## src/rtl/multi_clock_divider_if.sv

```systemverilog
// Configuration request port for multi_clock_divider: valid/ready handshake plus error pulse.
// cfg_ch carries one extra code point so out-of-range channel numbers can be expressed.
interface multi_clock_divider_if #(
    parameter int unsigned CHANNELS = 4,
    parameter int unsigned CNT_W    = 28
);
    localparam int unsigned CH_W = $clog2(CHANNELS + 1);

    logic             cfg_valid;
    logic             cfg_ready;
    logic [CH_W-1:0]  cfg_ch;
    logic [CNT_W-1:0] cfg_div;
    logic [CNT_W-1:0] cfg_low;
    logic             cfg_err;

    modport master (
        output cfg_valid, cfg_ch, cfg_div, cfg_low,
        input  cfg_ready, cfg_err
    );

    modport slave (
        input  cfg_valid, cfg_ch, cfg_div, cfg_low,
        output cfg_ready, cfg_err
    );
endinterface

```

## src/rtl/multi_clock_divider.sv

```systemverilog
// N-channel glitch-free clock divider with per-channel enable and period tick.
// New period/low settings are staged in a pending slot and applied only at a period boundary.
module multi_clock_divider #(
    parameter int unsigned CHANNELS    = 4,
    parameter int unsigned CNT_W       = 28,
    parameter int unsigned DEFAULT_DIV = 50_000_000
) (
    input  logic                 clk_50M,
    input  logic                 rst,
    input  logic [CHANNELS-1:0]  en,
    input  logic                 sync,
    multi_clock_divider_if.slave cfg,
    output logic [CHANNELS-1:0]  clk_out,
    output logic [CHANNELS-1:0]  tick
);
    localparam int unsigned      CH_W   = $clog2(CHANNELS + 1);
    localparam logic [CNT_W-1:0] DefPer = CNT_W'(DEFAULT_DIV);
    localparam logic [CNT_W-1:0] DefLow = CNT_W'(DEFAULT_DIV / 2);

    logic [CNT_W-1:0] cnt_q  [CHANNELS];
    logic [CNT_W-1:0] cnt_d  [CHANNELS];
    logic [CNT_W-1:0] per_q  [CHANNELS];
    logic [CNT_W-1:0] per_d  [CHANNELS];
    logic [CNT_W-1:0] low_q  [CHANNELS];
    logic [CNT_W-1:0] low_d  [CHANNELS];
    logic [CNT_W-1:0] pdiv_q [CHANNELS];
    logic [CNT_W-1:0] pdiv_d [CHANNELS];
    logic [CNT_W-1:0] plow_q [CHANNELS];
    logic [CNT_W-1:0] plow_d [CHANNELS];

    logic [CHANNELS-1:0] pend_q, pend_d;
    logic [CHANNELS-1:0] clk_out_q, clk_out_d;
    logic [CHANNELS-1:0] tick_q, tick_d;
    logic [CHANNELS-1:0] wrap, store_sel;
    logic [2**CH_W-1:0]  pend_ext;
    logic                ch_ok, legal, accept, err_q;

    // Handshake decode; out-of-range channels index a zero bit so they are always ready.
    always_comb begin
        pend_ext                 = '0;
        pend_ext[CHANNELS-1:0]   = pend_q;
        ch_ok                    = (32'(cfg.cfg_ch) < CHANNELS);
        legal                    = ch_ok && (cfg.cfg_div >= CNT_W'(2)) && (cfg.cfg_low != '0) &&
                                   (cfg.cfg_low < cfg.cfg_div);
        cfg.cfg_ready            = ~pend_ext[cfg.cfg_ch];
        accept                   = cfg.cfg_valid & cfg.cfg_ready;
    end

    always_comb begin
        wrap      = '0;
        store_sel = '0;
        pend_d    = pend_q;
        clk_out_d = '0;
        tick_d    = '0;
        for (int i = 0; i < int'(CHANNELS); i++) begin
            cnt_d[i]  = cnt_q[i];
            per_d[i]  = per_q[i];
            low_d[i]  = low_q[i];
            pdiv_d[i] = pdiv_q[i];
            plow_d[i] = plow_q[i];

            wrap[i]      = en[i] && (cnt_q[i] == per_q[i] - CNT_W'(1));
            store_sel[i] = accept && legal && (cfg.cfg_ch == CH_W'(i));

            if (sync || !en[i] || wrap[i]) begin
                cnt_d[i] = '0;
            end else begin
                cnt_d[i] = cnt_q[i] + CNT_W'(1);
            end

            // A pending slot is never filled in the same cycle it is applied (ready is low).
            if (pend_q[i] && (sync || !en[i] || wrap[i])) begin
                per_d[i]  = pdiv_q[i];
                low_d[i]  = plow_q[i];
                pend_d[i] = 1'b0;
            end
            if (store_sel[i]) begin
                pend_d[i] = 1'b1;
                pdiv_d[i] = cfg.cfg_div;
                plow_d[i] = cfg.cfg_low;
            end

            clk_out_d[i] = en[i] && !sync && (cnt_q[i] >= low_q[i]);
            tick_d[i]    = wrap[i] && !sync;
        end
    end

    always_ff @(posedge clk_50M or posedge rst) begin
        if (rst) begin
            for (int i = 0; i < int'(CHANNELS); i++) begin
                cnt_q[i]  <= '0;
                per_q[i]  <= DefPer;
                low_q[i]  <= DefLow;
                pdiv_q[i] <= '0;
                plow_q[i] <= '0;
            end
            pend_q    <= '0;
            clk_out_q <= '0;
            tick_q    <= '0;
            err_q     <= 1'b0;
        end else begin
            for (int i = 0; i < int'(CHANNELS); i++) begin
                cnt_q[i]  <= cnt_d[i];
                per_q[i]  <= per_d[i];
                low_q[i]  <= low_d[i];
                pdiv_q[i] <= pdiv_d[i];
                plow_q[i] <= plow_d[i];
            end
            pend_q    <= pend_d;
            clk_out_q <= clk_out_d;
            tick_q    <= tick_d;
            err_q     <= accept & ~legal;
        end
    end

    assign clk_out     = clk_out_q;
    assign tick        = tick_q;
    assign cfg.cfg_err = err_q;
endmodule
```

## src/flat_wrapper.sv

```systemverilog
// flat-port wrapper written by rule: the top's interface ports become plain ports
module multi_clock_divider_flat 
#(
    parameter int unsigned CHANNELS    = 4,
    parameter int unsigned CNT_W       = 28,
    parameter int unsigned DEFAULT_DIV = 50_000_000
)
  (clk_50M, rst, en, sync, clk_out, tick, cfg_cfg_valid, cfg_cfg_ch, cfg_cfg_div, cfg_cfg_low, cfg_cfg_ready, cfg_cfg_err);
  multi_clock_divider_if #(.CHANNELS(CHANNELS), .CNT_W(CNT_W)) cfg_i ();
  input  logic clk_50M;
  input  logic rst;
  input  logic [CHANNELS-1:0] en;
  input  logic sync;
  output logic [CHANNELS-1:0] clk_out;
  output logic [CHANNELS-1:0] tick;
  input wire logic [$bits(cfg_i.cfg_valid)-1:0] cfg_cfg_valid;
  input wire logic [$bits(cfg_i.cfg_ch)-1:0] cfg_cfg_ch;
  input wire logic [$bits(cfg_i.cfg_div)-1:0] cfg_cfg_div;
  input wire logic [$bits(cfg_i.cfg_low)-1:0] cfg_cfg_low;
  output wire logic [$bits(cfg_i.cfg_ready)-1:0] cfg_cfg_ready;
  output wire logic [$bits(cfg_i.cfg_err)-1:0] cfg_cfg_err;
  assign cfg_i.cfg_valid = cfg_cfg_valid;
  assign cfg_i.cfg_ch = cfg_cfg_ch;
  assign cfg_i.cfg_div = cfg_cfg_div;
  assign cfg_i.cfg_low = cfg_cfg_low;
  assign cfg_cfg_ready = cfg_i.cfg_ready;
  assign cfg_cfg_err = cfg_i.cfg_err;
  multi_clock_divider #(.CHANNELS(CHANNELS), .CNT_W(CNT_W), .DEFAULT_DIV(DEFAULT_DIV)) u_core (.clk_50M(clk_50M), .rst(rst), .en(en), .sync(sync), .cfg(cfg_i), .clk_out(clk_out), .tick(tick));
endmodule
```

## config.mk

```make
export PLATFORM = sky130hd
export DESIGN_NAME = multi_clock_divider_flat
export DESIGN_NICKNAME = d
export VERILOG_FILES = /design/src/rtl/multi_clock_divider_if.sv /design/src/rtl/multi_clock_divider.sv /design/src/flat_wrapper.sv
export SDC_FILE = /design/constraint.sdc
export NUM_CORES = 1
export LEC_CHECK = 0
export BUFFER_PORTS_ARGS = -buffer_cell sky130_fd_sc_hd__buf_4
export CAP_MARGIN = 20
export CORE_MARGIN = 1
export CORE_UTILIZATION = 45
export DETAILED_ROUTE_END_ITERATION = 8
export HOLD_SLACK_MARGIN = 0.05
export SLEW_MARGIN = 40
export SYNTH_ARGS = -nofsm -noshare
export SYNTH_HDL_FRONTEND = slang
export SYNTH_SLANG_ARGS = --single-unit
```

## constraint.sdc

```tcl
create_clock -name clk_50M -period 39.7 [get_ports clk_50M]
set_input_delay 1.985 -clock clk_50M [delete_from_list [all_inputs] [get_ports clk_50M]]
set_output_delay 1.985 -clock clk_50M [all_outputs]
set_load 0.1 [all_outputs]
```

==> impl_summary.txt <==
----------------------------------------------------
[Clock network]
  Count of cells resized by post-cts repair ... 0
  Insertion delay of the later-clocked pin in the worst-skew pair ... 650 ps
  Clock-pin slew of the registers on the worst-case setup and hold paths ... 60 ps
  Buffers inserted during post-CTS setup optimization ... 0
  Number of buffers between clock root and the deepest sink ... 3
  Clk Tree Root Cell ... clkbuf_16
  Post-cts hold buffer count ... 0
  TritonCTS clock tree ... built
  Number of buffers inserted during clock tree synthesis ... 61
  CTS Sinks ... 573
  Maximum level of the CTS H-tree ... 2

[Routing]
  Final Routed Wirelength ... 84,200 um
  Detailed-routing iteration count for the pre-antenna-repair pass ... 8
  Routed len/inst ... 22.6 um
  Via count ... 21.6k
  Ratio of routed vias to standard cells ... 5.80
  First-iteration detailed-routing DRC count ... 1,888
  Count of antenna-violating nets left after detailed routing ... 0
  Detailed-route DRC error count ... 0

[Outcome]
  Result of the run ... completed

[Yosys]
  Flops & latches, synth ... 573
  Portion of the post-synthesis area used by sequential elements ... 0.470
  Arithmetic-cell share of the synthesized area counting full adders, half adders and majority gates ... 0.0598
  Syn Inst Count ... 2,761
  Fraction of registers with async set or reset after synthesis ... 1.00
  Primary flip-flop cell chosen by synthesis mapping ... dfrtp_1
  Post-synth net total ... 2,975
  Largest family of logic cells by synthesized area ... multiplexers
  Parity-gate share of the synthesized area counting xor and xnor cells ... 0.0697
  Number of distinct library cells after synthesis ... 82
  Post-Synth Simple-Gate Area ... 0.134
  Compound-gate portion of the synthesized area ... 0.0722
  Avg Synthesized Cell Area ... 11.1 sq um
  Synthesized area ... 30,700 sq um
  Synth warn ... 0
  Number of enable-type register cells in the synthesized netlist ... 0
  Multiplexer share of the synthesized area ... 0.152

[STA]
  Count of final max-slew check failures ... 0
  Headroom to the max-slew limit ... 0.455
  Final critical delay including setup and external delays ... 5030 ps
  Max Clk Rate ... 199 MHz
  Share of the clock period used by the worst path after layout ... 0.127
  Setup Skew ... 24.1 ps
  Hold Vio Cnt, Final ... 0
  Total negative slack for setup checks ... 0 ps
  RSZ-0062 raised after global routing ... no
  Actual transition at the worst max-transition pin ... 810 ps
  Final setup violation count ... 0

[Placed design]
  Placed cell areas ... 32,100 sq um
  Final GP Congestion ... 0.879
  Port Buf Inserts ... 76
  DPL Wire Length ... 58,000 um

[Power and ir drop]
  Static leakage ... 0.0157 uW
  Power density over cell area ... 54.5 nW/um^2
  Peak ir drop on the vdd network ... 0.0344 mV

[Finish]
  End-of-flow core utilization ... 0.506
  Ratio of cells with drive above 1 in the final layout ... 0.253
  NumNets Final ... 3,015
  Most frequent standard cell in the layout excluding fill and tap cells ... dfrtp_1
  Filler Cell Count ... 5,970
  Post-route cell area ... 34,100 sq um
  Commonest cells after routing, fill and taps aside ... dfrtp_1, mux2_2, inv_1, nand2_1, nor2_1
  Area growth syn-to-layout ... 10.8%
  Sequential cell area in the final layout ... 14,500 sq um
  Area used by multi-input combinational logic ... 15,100 sq um

[Floorplanning]
  Die Height ... 263 um
  Die Outline Area ... 69,400 sq um
  Standard-cell rows ... 95
  IO Count ... 77
  Die span in x ... 263 um
  Placeable core region ... 67,400 sq um
  Initial Util ... 0.456

[Critical path]
  Maximum fanout along the worst path ... 5
  Required time of the critical path ... 37,720 ps
  Data arrival time of the critical path ... 3050 ps
  Worst Setup Path Type ... primary input to output port
  Setup crit start kind ... primary input
  Kind of end point of the critical path ... output port

[GRT]
  Wire length of the first global-routing pass ... 132,000 um
  Via count of the first global-routing pass ... 21.7k
  Leftover overflow at the end of global routing ... 0
  Number of antenna violations at the first check in global routing ... 9
  Pin count of the biggest net entering global routing ... 119
  Combined global-route utilization of all metal layers ... 0.246

[Hold path]
  Worst hold path class ... register to register

[Flow run]
  # Max-Cap Violations ... 0

----------------------------------------------------
[worst max-delay path: stages]
cell,delay [ps]
buf_4,130
mux4_2,510
nand2b_1,120
buf_4,300
[cells in the mapped netlist (77+ instances only)]
cell type	count	area (sq um)
nand3_1	77	385
dfrtp_1	477	11900
inv_1	173	649
clkbuf_1	80	300
nor3_1	79	395
nor2_1	153	574
xor2_1	114	998
nand2_1	171	642
dfstp_2	96	2520
xnor2_1	128	1120
ha_1	147	1840
mux2_2	354	3990
[state kept, by name, indices dropped and copies added, names as in the netlist]
signal and count:
u_core.cnt_q 112, u_core.low_q 112, u_core.pdiv_q 112, u_core.per_q 112, u_core.plow_q 112, u_core.clk_out 4, u_core.pend_q 4, u_core.tick 4
u_core.cfg.cfg_err 1
[path summary, 6_finish.rpt]
| kind | endpoint | startpoint | cells after the start | slack [ps] |
|---|---|---|---|---|
| worst max register to register | u_core.low_q[10] | u_core.per_q[5] | 9 | 34710 |
| worst min-delay path | u_core.low_q[68] | u_core.low_q[68] | 2 | 480 |
| min in group asynchronous | u_core.plow_q[84] | rst | 2 | 1410 |
| worst max-delay path | cfg_cfg_ready | cfg_cfg_ch[1] | 4 | 34670 |
| max in group asynchronous | u_core.pdiv_q[24] | rst | 5 | 36530 |
| worst min register to register | u_core.low_q[68] | u_core.low_q[68] | 2 | 480 |
[power breakdown]
part,switching (uW),total (uW),internal (uW)
Combinational,253,484,230
Sequential,98.4,814,716
Clock,239,558,319
Total,591,1860,1270
[per-layer routing]
metal | global-route usage | wire length [um] | vias up
li1 | - | - | 9948
met1 | 0.348 | 38800 | 11000
met2 | 0.393 | 38900 | 542
met3 | 0.0297 | 3830 | 156
met4 | 0.0820 | 2730 | 0
met5 | 0 | 0 | -
[kinds of logic (layout without fill, tap and decap cells)]
| group | Yosys count | count (layout) |
|---|---|---|
| simple gates | 788 | 788 |
| flops | 573 | 573 |
| mux | 400 | 400 |
| compound gates | 316 | 316 |
| buf+inv | 294 | 386 |
| xor+xnor | 243 | 243 |
| fa+ha+maj | 147 | 147 |
| other cells | 0 | 2 |
[stage by stage]
step	hold WS, ps	power (uW)	setup WS [ps]	std cells
2_1_floorplan	462	1160	21840	2761
6_report	483	1860	34670	3728
3_3_place_gp	473	1280	34450	3606
4_1_cts	485	1870	34670	3726
5_1_grt	503	1960	34320	3726
3_5_place_dp	473	1300	34360	3611
[layout make-up]
| type | count | area share |
|---|---|---|
| Antenna cell | 2 | 0.000147 |
| Clock buffer | 93 | 0.0519 |
| Clock inverter | 22 | 0.00532 |
| Inverter | 173 | 0.0194 |
| Multi-Input combinational cell | 1894 | 0.443 |
| Sequential cell | 573 | 0.424 |
| Tap cell | 873 | 0.0321 |
| Timing Repair Buffer | 98 | 0.0242 |
Note: power is estimated with default switching activity, not from simulation.
